$ cat config.mk
export PLATFORM = sky130hd
export DESIGN_NAME = qs_bank_ctrl
export DESIGN_NICKNAME = d
export VERILOG_FILES = /design/src/rtl/qs_bank_ctrl.sv
export SDC_FILE = /design/constraint.sdc
export NUM_CORES = 1
export LEC_CHECK = 0
export CAP_MARGIN = 5
export CELL_PAD_IN_SITES_DETAIL_PLACEMENT = 0
export CELL_PAD_IN_SITES_GLOBAL_PLACEMENT = 1
export CORE_UTILIZATION = 38
export DETAILED_ROUTE_END_ITERATION = 16
export GPL_TIMING_DRIVEN = 0
export PLACE_DENSITY = 0.85
export SETUP_SLACK_MARGIN = 0.02
export SYNTH_ARGS = -nofsm -noshare
export SYNTH_HDL_FRONTEND = slang
export SYNTH_SLANG_ARGS = --single-unit
$ cat constraint.sdc
create_clock -name clk -period 2.1 [get_ports clk]
set_clock_uncertainty 0.2 [all_clocks]
set_input_delay 0.42 -clock clk [delete_from_list [all_inputs] [get_ports clk]]
set_output_delay 0.42 -clock clk [all_outputs]
set_load 0.05 [all_outputs]
$ cat src/rtl/qs_bank_ctrl.sv
// qs_bank_ctrl: controller for a ring of sort banks. Each bank is loaded,
// handed to an external sorter, and then unloaded. Three round-robin pointers
// (write, sort, read) move through the ring, so the three phases can work on
// different banks at the same time while results still leave in load order.
//
// Optional feature macro: QS_BANK_CTRL_OVERFLOW_ERR_EN
//   Defined  : a vector longer than N words is cut off at N words. The bank is
//              flagged with err, and the rest of that vector is accepted and dropped.
//   Undefined: the write address wraps and overwrites earlier words. err is
//              set only by the sorter.

module qs_bank_ctrl #(
   parameter int BANKS_N = 4,
   parameter int N       = 16
) (
   input  logic                       clk,
   input  logic                       rst,
   input  logic                       wr_vld,
   input  logic                       wr_last,
   output logic                       wr_rdy,
   output logic [$clog2(BANKS_N)-1:0] wr_bank,
   output logic [$clog2(N)-1:0]       wr_addr,
   output logic                       sort_start,
   output logic [$clog2(BANKS_N)-1:0] sort_bank,
   input  logic                       sort_done,
   input  logic                       sort_err,
   output logic                       rd_vld,
   input  logic                       rd_rdy,
   output logic [$clog2(BANKS_N)-1:0] rd_bank,
   output logic [$clog2(N)-1:0]       rd_addr,
   output logic                       rd_last,
   output logic                       rd_err,
   output logic                       busy
);

   localparam int BW = $clog2(BANKS_N);
   localparam int AW = $clog2(N);

   typedef enum logic [2:0] {
      ST_IDLE,
      ST_LOADING,
      ST_READY,
      ST_SORTING,
      ST_SORTED,
      ST_UNLOADING
   } bank_state_e;

   bank_state_e       status_q [BANKS_N];
   bank_state_e       status_d [BANKS_N];
   logic [AW-1:0]     n_q      [BANKS_N];
   logic [AW-1:0]     n_d      [BANKS_N];
   logic [BANKS_N-1:0] err_q, err_d;

   logic [BW-1:0]     wr_ptr_q, wr_ptr_d;
   logic [BW-1:0]     sort_ptr_q, sort_ptr_d;
   logic [BW-1:0]     rd_ptr_q, rd_ptr_d;
   logic [AW-1:0]     wr_addr_q, wr_addr_d;
   logic [AW-1:0]     rd_addr_q, rd_addr_d;
   logic              rd_vld_q, rd_vld_d;
   logic              sort_start_q, sort_start_d;

   logic              any_sorting;
   logic              wr_accept;

`ifdef QS_BANK_CTRL_OVERFLOW_ERR_EN
   localparam logic [AW-1:0] ADDR_MAX = AW'(N - 1);
   logic              discard_q, discard_d;
`endif

   assign wr_bank    = wr_ptr_q;
   assign wr_addr    = wr_addr_q;
   assign sort_bank  = sort_ptr_q;
   assign sort_start = sort_start_q;
   assign rd_bank    = rd_ptr_q;
   assign rd_addr    = rd_addr_q;
   assign rd_vld     = rd_vld_q;

   // Status summaries and handshake outputs, all derived from registered state only
   always_comb begin
      any_sorting = 1'b0;
      busy        = 1'b0;
      for (int i = 0; i < BANKS_N; i++) begin
         if (status_q[i] == ST_SORTING) any_sorting = 1'b1;
         if (status_q[i] != ST_IDLE)    busy        = 1'b1;
      end
      wr_rdy = (status_q[wr_ptr_q] == ST_IDLE) || (status_q[wr_ptr_q] == ST_LOADING);
`ifdef QS_BANK_CTRL_OVERFLOW_ERR_EN
      // While the tail of an overlong vector is being dropped, no bank is involved
      if (discard_q) wr_rdy = 1'b1;
`endif
      rd_last = rd_vld_q && (rd_addr_q == n_q[rd_ptr_q]);
      rd_err  = rd_vld_q && err_q[rd_ptr_q];
   end

   // Next-state logic: the load, sort and unload stages only touch banks in their
   // own states, so their updates never collide on the same bank in one cycle
   always_comb begin
      status_d     = status_q;
      n_d          = n_q;
      err_d        = err_q;
      wr_ptr_d     = wr_ptr_q;
      sort_ptr_d   = sort_ptr_q;
      rd_ptr_d     = rd_ptr_q;
      wr_addr_d    = wr_addr_q;
      rd_addr_d    = rd_addr_q;
      rd_vld_d     = rd_vld_q;
      sort_start_d = 1'b0;
`ifdef QS_BANK_CTRL_OVERFLOW_ERR_EN
      discard_d    = discard_q;
`endif
      wr_accept    = wr_vld && wr_rdy;

      if (wr_accept) begin
`ifdef QS_BANK_CTRL_OVERFLOW_ERR_EN
         if (discard_q) begin
            if (wr_last) discard_d = 1'b0;
         end else
`endif
         begin
            status_d[wr_ptr_q] = ST_LOADING;
            if (wr_last) begin
               n_d[wr_ptr_q]      = wr_addr_q;
               status_d[wr_ptr_q] = ST_READY;
               wr_addr_d          = '0;
               wr_ptr_d           = wr_ptr_q + 1'b1;
            end
`ifdef QS_BANK_CTRL_OVERFLOW_ERR_EN
            else if (wr_addr_q == ADDR_MAX) begin
               n_d[wr_ptr_q]      = ADDR_MAX;
               err_d[wr_ptr_q]    = 1'b1;
               status_d[wr_ptr_q] = ST_READY;
               wr_addr_d          = '0;
               wr_ptr_d           = wr_ptr_q + 1'b1;
               discard_d          = 1'b1;
            end
`endif
            else begin
               wr_addr_d = wr_addr_q + 1'b1;
            end
         end
      end

      if (status_q[sort_ptr_q] == ST_READY && !any_sorting) begin
         status_d[sort_ptr_q] = ST_SORTING;
         sort_start_d         = 1'b1;
      end

      if (sort_done && any_sorting) begin
         status_d[sort_ptr_q] = ST_SORTED;
         err_d[sort_ptr_q]    = err_q[sort_ptr_q] | sort_err;
         sort_ptr_d           = sort_ptr_q + 1'b1;
      end

      if (!rd_vld_q && status_q[rd_ptr_q] == ST_SORTED) begin
         status_d[rd_ptr_q] = ST_UNLOADING;
         rd_vld_d           = 1'b1;
         rd_addr_d          = '0;
      end

      if (rd_vld_q && rd_rdy) begin
         if (rd_last) begin
            status_d[rd_ptr_q] = ST_IDLE;
            err_d[rd_ptr_q]    = 1'b0;
            rd_vld_d           = 1'b0;
            rd_addr_d          = '0;
            rd_ptr_d           = rd_ptr_q + 1'b1;
         end else begin
            rd_addr_d = rd_addr_q + 1'b1;
         end
      end
   end

   // State registers with synchronous reset that abandons every bank
   always_ff @(posedge clk) begin
      if (rst) begin
         for (int i = 0; i < BANKS_N; i++) begin
            status_q[i] <= ST_IDLE;
            n_q[i]      <= '0;
         end
         err_q        <= '0;
         wr_ptr_q     <= '0;
         sort_ptr_q   <= '0;
         rd_ptr_q     <= '0;
         wr_addr_q    <= '0;
         rd_addr_q    <= '0;
         rd_vld_q     <= 1'b0;
         sort_start_q <= 1'b0;
`ifdef QS_BANK_CTRL_OVERFLOW_ERR_EN
         discard_q    <= 1'b0;
`endif
      end else begin
         status_q     <= status_d;
         n_q          <= n_d;
         err_q        <= err_d;
         wr_ptr_q     <= wr_ptr_d;
         sort_ptr_q   <= sort_ptr_d;
         rd_ptr_q     <= rd_ptr_d;
         wr_addr_q    <= wr_addr_d;
         rd_addr_q    <= rd_addr_d;
         rd_vld_q     <= rd_vld_d;
         sort_start_q <= sort_start_d;
`ifdef QS_BANK_CTRL_OVERFLOW_ERR_EN
         discard_q    <= discard_d;
`endif
      end
   end

endmodule

==> metrics.md, run 1 <==
| Metric | Value |
|---|---|
| Share of synthesized flip-flops with an asynchronous set or reset | 0 |
| Worst-Margin Slew | 0.740 ns |
| Tmin final | 2.62 ns |
| Sinks on Clock Net | 48 |
| Seq/Total Area, Yosys | 0.350 |
| Worst Setup End Kind | output port |
| Compound-Gate Fraction of Synth Area | 0.136 |
| Via count of the first global-routing pass | 2325 |
| Area growth from synthesis to layout | 31.3% |
| WP data required | 1.48 ns |
| Levels on crit path | 7 |
| Detailed Route WL | 7.48 mm |
| Final setup margin | -0.517 ns |
| Die H | 87.0 um |
| Core footprint | 6870 um2 |
| Layout cells sized above 1 | 0.296 |
| Crit Path Class | register to output port |
| Adder-cell share of the synthesized area | 0.0638 |
| H-tree depth | 2 |
| Multiplexer share of the synthesized area | 0.158 |
| Post-synth top area share | 0.350 |
| Final nets | 358 |
| Main area contributors after synthesis | dfxtp_1 35%, mux2i_1 8.0%, mux4_2 7.4% |
| Final setup violation count | 25 |
| Number of diodes added for antenna fixing | 0 |
| Initial cell density of the core | 0.400 |
| Pins Over Slew Limit | 0 |
| Initial drt markers | 231 |
| Most frequent cell on the critical path | buf_6 |
| Net count after synthesis | 308 |
| Series of cell instances along the critical path | buf_8, mux4_2, xnor2_2, nand4_1, buf_6, nor2_4, buf_6 |
| Hold Crit Depth | 2 |
| Max Clk Rate | 382 MHz |
| Largest net degree at the start of global routing | 17 |
| Count leader, synth | dfxtp_1 |
| Horiz. Die Dim | 87.0 um |
| Data arrival time of the critical path | 2.00 ns |
| TritonCTS buffer count | 5 |
| Switching fraction of total power | 0.345 |
| Share of power burned in combinational logic | 0.308 |
| Dominant cell type by area after synthesis | dfxtp_1 |
| Count of boundary I/O pins | 27 |
| Post-Synth XOR/XNOR Area | 0.0191 |
| Total die area | 7570 um2 |
| Clk slew on worst S/H paths | 0.10 ns |
| Buffers plus inverters on the worst setup path | 3 |
| Total overflow reported by the global router | 0 |
| Status | finished, violations left |
| Max FO, Critical Path | 5 |
| Unrepaired setup endpoints after global routing | yes |
| Final cell area excluding filler cells | 3610 um2 |
| Routability-driven placement congestion ratio | 0.869 |
| Average instance area after synthesis | 9.57 um2 |
| Number of synthesized register bits | 48 |
| Cell class contributing the biggest share of worst-path delay | multiplexers |
| Primary flip-flop cell chosen by synthesis mapping | dfxtp_1 |
| Sequential cell fraction of total power | 0.420 |
| Vias | 2440 |
| Post-synth EDFFs | 0 |
| Synthesized cell area | 2750 um2 |
| Port-buffer cells | 25 |
| Post-synthesis simple-gate area fraction | 0.225 |
| Count of max-cap constraint violations | 0 |
| Startpoint Class | register |
| Violated checks | negative setup slack |
| Fin. Hold Viols | 0 |
| Number of remaining DRC errors | 0 |
| List of most frequent post-synthesis cells | 48 x dfxtp_1, 33 x nor2_1, 22 x mux2i_1 |
| Worst hold path type | register to register |
| Final Cycle Share | 1.25 |
| Worst slew margin relative to its limit | 0.507 |
| Fraction of power consumed by the clock network | 0.272 |
| Antenna violations before repair | 0 |
| Global-route wire length before repair | 11.8 mm |
| Netlist cell types | 49 |
| Final ANT Viol Nets | 0 |
| Crit-path max cell delay | 0.53 ns |
| Pwr dens | 661 nW/um2 |
| Worst r2r path cells | 8 |
| Count of yosys warnings during synthesis | 0 |
| Lkg Pwr | 0.00137 uW |
| Net Sw Power | 823 uW |
| GRT Overall Usage | 0.204 |
| Std cell rows | 30 |
| Combinational family with the most area after synthesis | simple AND/OR/NAND/NOR gates |
| Post-detailed-placement half-perimeter wirelength | 5.15 mm |
| Total design power | 2390 uW |
| Highest ir drop seen on vdd | 0.420 mV |
| Clock tree from TritonCTS | built |
| Skew-Pair Late Insertion Delay | 0.31 ns |
| Slowest stage cell, crit path | mux4_2 |
| Avg Vias per Cell | 5.62 |
| Placed Area | 3160 um2 |
| Clock tree root buffer cell | clkbuf_8 |
| Internal power component | 1560 uW |
| Count of TritonRoute iterations in the first routing pass | 4 |
| Cells after Synth | 287 |
| Post-detailed-route wirelength per cell | 17.2 um |
| Buffer depth of the longest clock path | 2 |
[cells in the final DEF, fill, tap and decap left out, types with 6 or more instances in the layout]
cell             instances
clkdlybuf4s50_1          6
dfxtp_4                 11
mux4_2                   9
a21oi_1                  7
nor2_1                  29
dfxtp_1                 34
inv_1                   10
dlygate4sd2_1           14
clkbuf_1                 8
mux2i_1                 22
ha_1                    14
buf_6                   12
nand2_1                 11
nand3_1                 13
buf_4                   12
nor3b_1                  8
[power by group through the flow]
stage | logic (uW) | registers [uW] | clock network (uW)
4_1_cts | 706 | 997 | 659
3_3_place_gp | 623 | 1020 | 0
5_1_grt | 792 | 1000 | 690
6_report | 735 | 1000 | 650
3_5_place_dp | 625 | 1020 | 0
2_1_floorplan | 409 | 1060 | 0
[path summary, 6_finish.rpt]
kind,from,to,slack (ns)
worst max register to register,rd_bank[0],status_q[4],-0.36
worst min register to register,n_q[7],n_q[7],0.30
worst min-delay path,n_q[7],n_q[7],0.30
worst max-delay path,rd_bank[0],rd_last,-0.52
[layout make-up]
class,instances,area [um2]
inverters,12,47.5
repair buffers,45,423
clock inverters,2,17.5
fillers,634,3260
clock buffers,6,93.8
multi-input cells,210,1800
plain buffers,15,100
well taps,96,120
flip-flops and latches,48,1010
[state kept, by name, summed over array words and instances (netlist names)]
signal	cells
err_q	4
n_q	16
rd_addr	4
rd_bank	2
rd_vld	1
sort_bank	2
sort_start	1
status_q	12
wr_addr	4
wr_bank	2
[stage by stage]
stage / util / setup WS [ns] / hold WS (ns) / std cells / setup TNS (ns)
global placement: 0.460 / -0.949 / 0.267 / 408 / -8.70
floorplan: - / -0.357 / 0.255 / 287 / -2.05
CTS: 0.505 / -0.532 / 0.304 / 429 / -5.84
finish: 0.525 / -0.517 / 0.300 / 434 / -7.41
global route: 0.525 / -0.612 / 0.323 / 434 / -10.10
detailed placement: 0.460 / -0.952 / 0.278 / 408 / -9.40
[kinds of logic after synthesis]
logic type | Yosys count
adders and majority gates | 14
muxes | 32
and+or+nand+nor | 110
buffers and inverters | 29
DFF | 48
xor gates and xnor gates | 6
AOI/OAI and AO/OA | 48
[routing by layer]
metal / part of all wire / routed length [um] / global-route usage
met2: 0.48 / 3600 / 0.326
met5: 0 / 0 / 0
met1: 0.42 / 3150 / 0.270
met3: 0.076 / 565 / 0.0436
met4: 0.020 / 152 / 0.0773
[worst register-to-register path: cells and delay by family (launching register included)]
kind,cells,cell delay (ns)
mux,1,0.53
buf+inv,4,0.44
flops,1,0.36
simple gates,2,0.57
compound gates,1,0.24
[what timing repair did]
action	in CTS	in global routing
pin swaps	4	16
hold endpoints to repair	0	0
hold buffers	0	0
setup endpoints to repair	44	35
buffers inserted	16	9
resized for setup	77	34
Power figures use the tool's default switching activity.
==> run 2: changes to the inputs <==
--- a/config.mk
+++ b/config.mk
@@ -10,6 +10,7 @@
 export CELL_PAD_IN_SITES_GLOBAL_PLACEMENT = 1
 export CORE_UTILIZATION = 38
 export DETAILED_ROUTE_END_ITERATION = 16
+export GPL_ROUTABILITY_DRIVEN = 0
 export GPL_TIMING_DRIVEN = 0
 export PLACE_DENSITY = 0.85
 export SETUP_SLACK_MARGIN = 0.02
==> run 2 against run 1 <==
  * Global-route usage rose by 0.15 points
  * Design area is 0.90% higher
  * Fmax is 1.5% lower
  * First-iteration DRC count rose by 12%
  * Critical endpoint unchanged
  * Largest power group unchanged
  * Die area unchanged
  * The flow still finishes with violations (negative setup slack)
  * Sequential cell count unchanged
  * Critical path depth stayed put
==> metrics.md, run 2 (synthesis results as in run 1) <==
| Metric | Value |
|---|---|
| Status | finished, violations left (unchanged) |
| Violated checks | negative setup slack (unchanged) |
| Buffers plus inverters on the worst setup path | 3 (unchanged) |
| WP data required | 1.48 ns (about the same) |
| Lkg Pwr | 0.00140 uW (was 0.00137 uW) |
| Slowest stage cell, crit path | mux4_2 (unchanged) |
| GRT Overall Usage | 0.206 (was 0.204) |
| Count of boundary I/O pins | 27 (unchanged) |
| Regs by FF count | n_q (16), status_q (12) (unchanged) |
| Data arrival time of the critical path | 2.04 ns (was 2.00 ns) |
| Fin. Hold Viols | 0 (unchanged) |
| Top register by number of flip-flops | n_q (unchanged) |
| Skew-Pair Late Insertion Delay | 0.31 ns (about the same) |
| Startpoint Class | register (unchanged) |
| Max reg flops | 16 (unchanged) |
| Placed Area | 3160 um2 (unchanged) |
| Global-route wire length before repair | 11.8 mm (about the same) |
| Worst-Margin Slew | 0.705 ns (was 0.740 ns) |
| Final ANT Viol Nets | 0 (unchanged) |
| Horiz. Die Dim | 87.0 um (unchanged) |
| Port-buffer cells | 25 (unchanged) |
| Cells after DPL | 408 (unchanged) |
| Worst Setup End Kind | output port (unchanged) |
| Std cell rows | 30 (unchanged) |
| Final cell area excluding filler cells | 3640 um2 (was 3610 um2) |
| Max FO, Critical Path | 5 (unchanged) |
| Clk slew on worst S/H paths | 0.10 ns (about the same) |
| Number of remaining DRC errors | 0 (unchanged) |
| WHS | 0.298 ns (was 0.300 ns) |
| Most common cell after layout, fill and taps aside | dfxtp_1 (unchanged) |
| Count of max-cap constraint violations | 0 (unchanged) |
| Layout cells sized above 1 | 0.322 (was 0.296) |
| Total overflow reported by the global router | 0 (unchanged) |
| Most frequent cells in the layout | 32 x dfxtp_1, 29 x nor2_1, 22 x mux2i_1 (was 34 x dfxtp_1, 29 x nor2_1, 22 x mux2i_1, 14 x ha_1, 14 x dlygate4sd2_1) |
| Crit-path max cell delay | 0.51 ns (was 0.53 ns) |
| Highest ir drop seen on vdd | 0.275 mV (was 0.420 mV) |
| TritonCTS buffer count | 5 (unchanged) |
| Final setup violation count | 25 (unchanged) |
| Fillers | 601 (was 634) |
| Post-detailed-route wirelength per cell | 17.7 um (was 17.2 um) |
| Buffer depth of the longest clock path | 2 (unchanged) |
| Initial cell density of the core | 0.400 (unchanged) |
| Detailed Route WL | 7.68 mm (was 7.48 mm) |
| Post-detailed-placement half-perimeter wirelength | 5.08 mm (was 5.15 mm) |
| Count of TritonRoute iterations in the first routing pass | 4 (unchanged) |
| Pwr dens | 681 nW/um2 (was 661 nW/um2) |
| H-tree depth | 2 (unchanged) |
| Largest net degree at the start of global routing | 17 (unchanged) |
| Area growth from synthesis to layout | 32.5% (was 31.3%) |
| Clock tree root buffer cell | clkbuf_8 (unchanged) |
| Worst slew margin relative to its limit | 0.530 (was 0.507) |
| Most frequent cell on the critical path | buf_6 (unchanged) |
| Crit Path Class | register to output port (unchanged) |
| Sinks on Clock Net | 48 (unchanged) |
| Final nets | 359 (was 358) |
| Worst hold path type | register to register (unchanged) |
| Antenna violations before repair | 0 (unchanged) |
| Number of diodes added for antenna fixing | 0 (unchanged) |
| Final setup margin | -0.556 ns (was -0.517 ns) |
| Core footprint | 6870 um2 (unchanged) |
| Via count of the first global-routing pass | 2311 (was 2325) |
| Avg Vias per Cell | 5.71 (was 5.62) |
| Pins Over Slew Limit | 0 (unchanged) |
| Max Clk Rate | 377 MHz (was 382 MHz) |
| Vias | 2484 (was 2440) |
| Die H | 87.0 um (unchanged) |
| Series of cell instances along the critical path | buf_8, mux4_2, xnor2_1, nand4_1, buf_6, nor2_4, buf_6 (was buf_8, mux4_2, xnor2_2, nand4_1, buf_6, nor2_4, buf_6) |
| Total die area | 7570 um2 (unchanged) |
| Final core utilization | 0.530 (was 0.525) |
| Unrepaired setup endpoints after global routing | yes (unchanged) |
| Clock tree from TritonCTS | built (unchanged) |
| Total design power | 2480 uW (was 2390 uW) |
| Final Cycle Share | 1.26 (was 1.25) |
| Cell class contributing the biggest share of worst-path delay | multiplexers (unchanged) |
| Tmin final | 2.66 ns (was 2.62 ns) |
| Finished Layout Cells | 435 (was 434) |
| Initial drt markers | 258 (was 231) |
## run 2: what timing repair did
action | in CTS | in global routing
pin swaps | 3 | 14
hold buffers | 0 | 0
resized for setup | 77 | 38
buffers inserted | 12 | 8
endpoints found under the setup margin | 43 | 33
cloned | 0 | 0
## run 2: path summary, 6_finish.rpt
kind	cells after the start	end	from	slack [ns]
max	7	rd_last	rd_bank[0]	-0.56
max reg2reg	9	status_q[6]	rd_bank[0]	-0.38
min	2	n_q[2]	n_q[2]	0.30
min reg2reg	2	n_q[2]	n_q[2]	0.30
## run 2: worst register-to-register path: stages (launching register included)
cell and delay (ns):
dfxtp_4 0.37, buf_8 0.12, mux4_2 0.52, xnor2_1 0.17
nand4_1 0.16, buf_6 0.16, buf_4 0.13, buf_12 0.14
nor3_4 0.31, a311oi_2 0.06
## run 2: area by class of cell
type                    count  area (um2)  share of cell area
multi-input cells         210        1820               0.500
flip-flops and latches     48        1010               0.277
inverters                  12        47.5              0.0131
clock buffers               6        93.8              0.0258
clock inverters             2        16.3             0.00447
repair buffers             45         422               0.116
well taps                  96         120              0.0330
plain buffers              16         111              0.0306
## run 2: routing by layer
layer | global-route usage | share of wire | vias up
met3 | 0.0389 | 0.058 | 17
met4 | 0.0788 | 0.024 | 0
met2 | 0.340 | 0.49 | 104
met5 | 0 | 0 | -
met1 | 0.265 | 0.43 | 1191
li1 | - | - | 1172
## run 2: per-stage QoR
stage                     setup WS [ns]  setup TNS [ns]
after floorplan                  -0.357           -2.05
after global placement           -0.945           -8.49
after detailed placement         -0.945           -9.06
after CTS                        -0.540           -5.27
after global routing             -0.635          -10.35
final                            -0.556           -8.11
## run 2: power breakdown
group | leakage [uW] | total [uW] | internal, uW | switching [uW]
registers | 0.000399 | 997 | 946 | 50.7
logic | 0.000948 | 810 | 347 | 463
clock network | 0.0000530 | 672 | 312 | 360
total | 0.00140 | 2480 | 1610 | 873
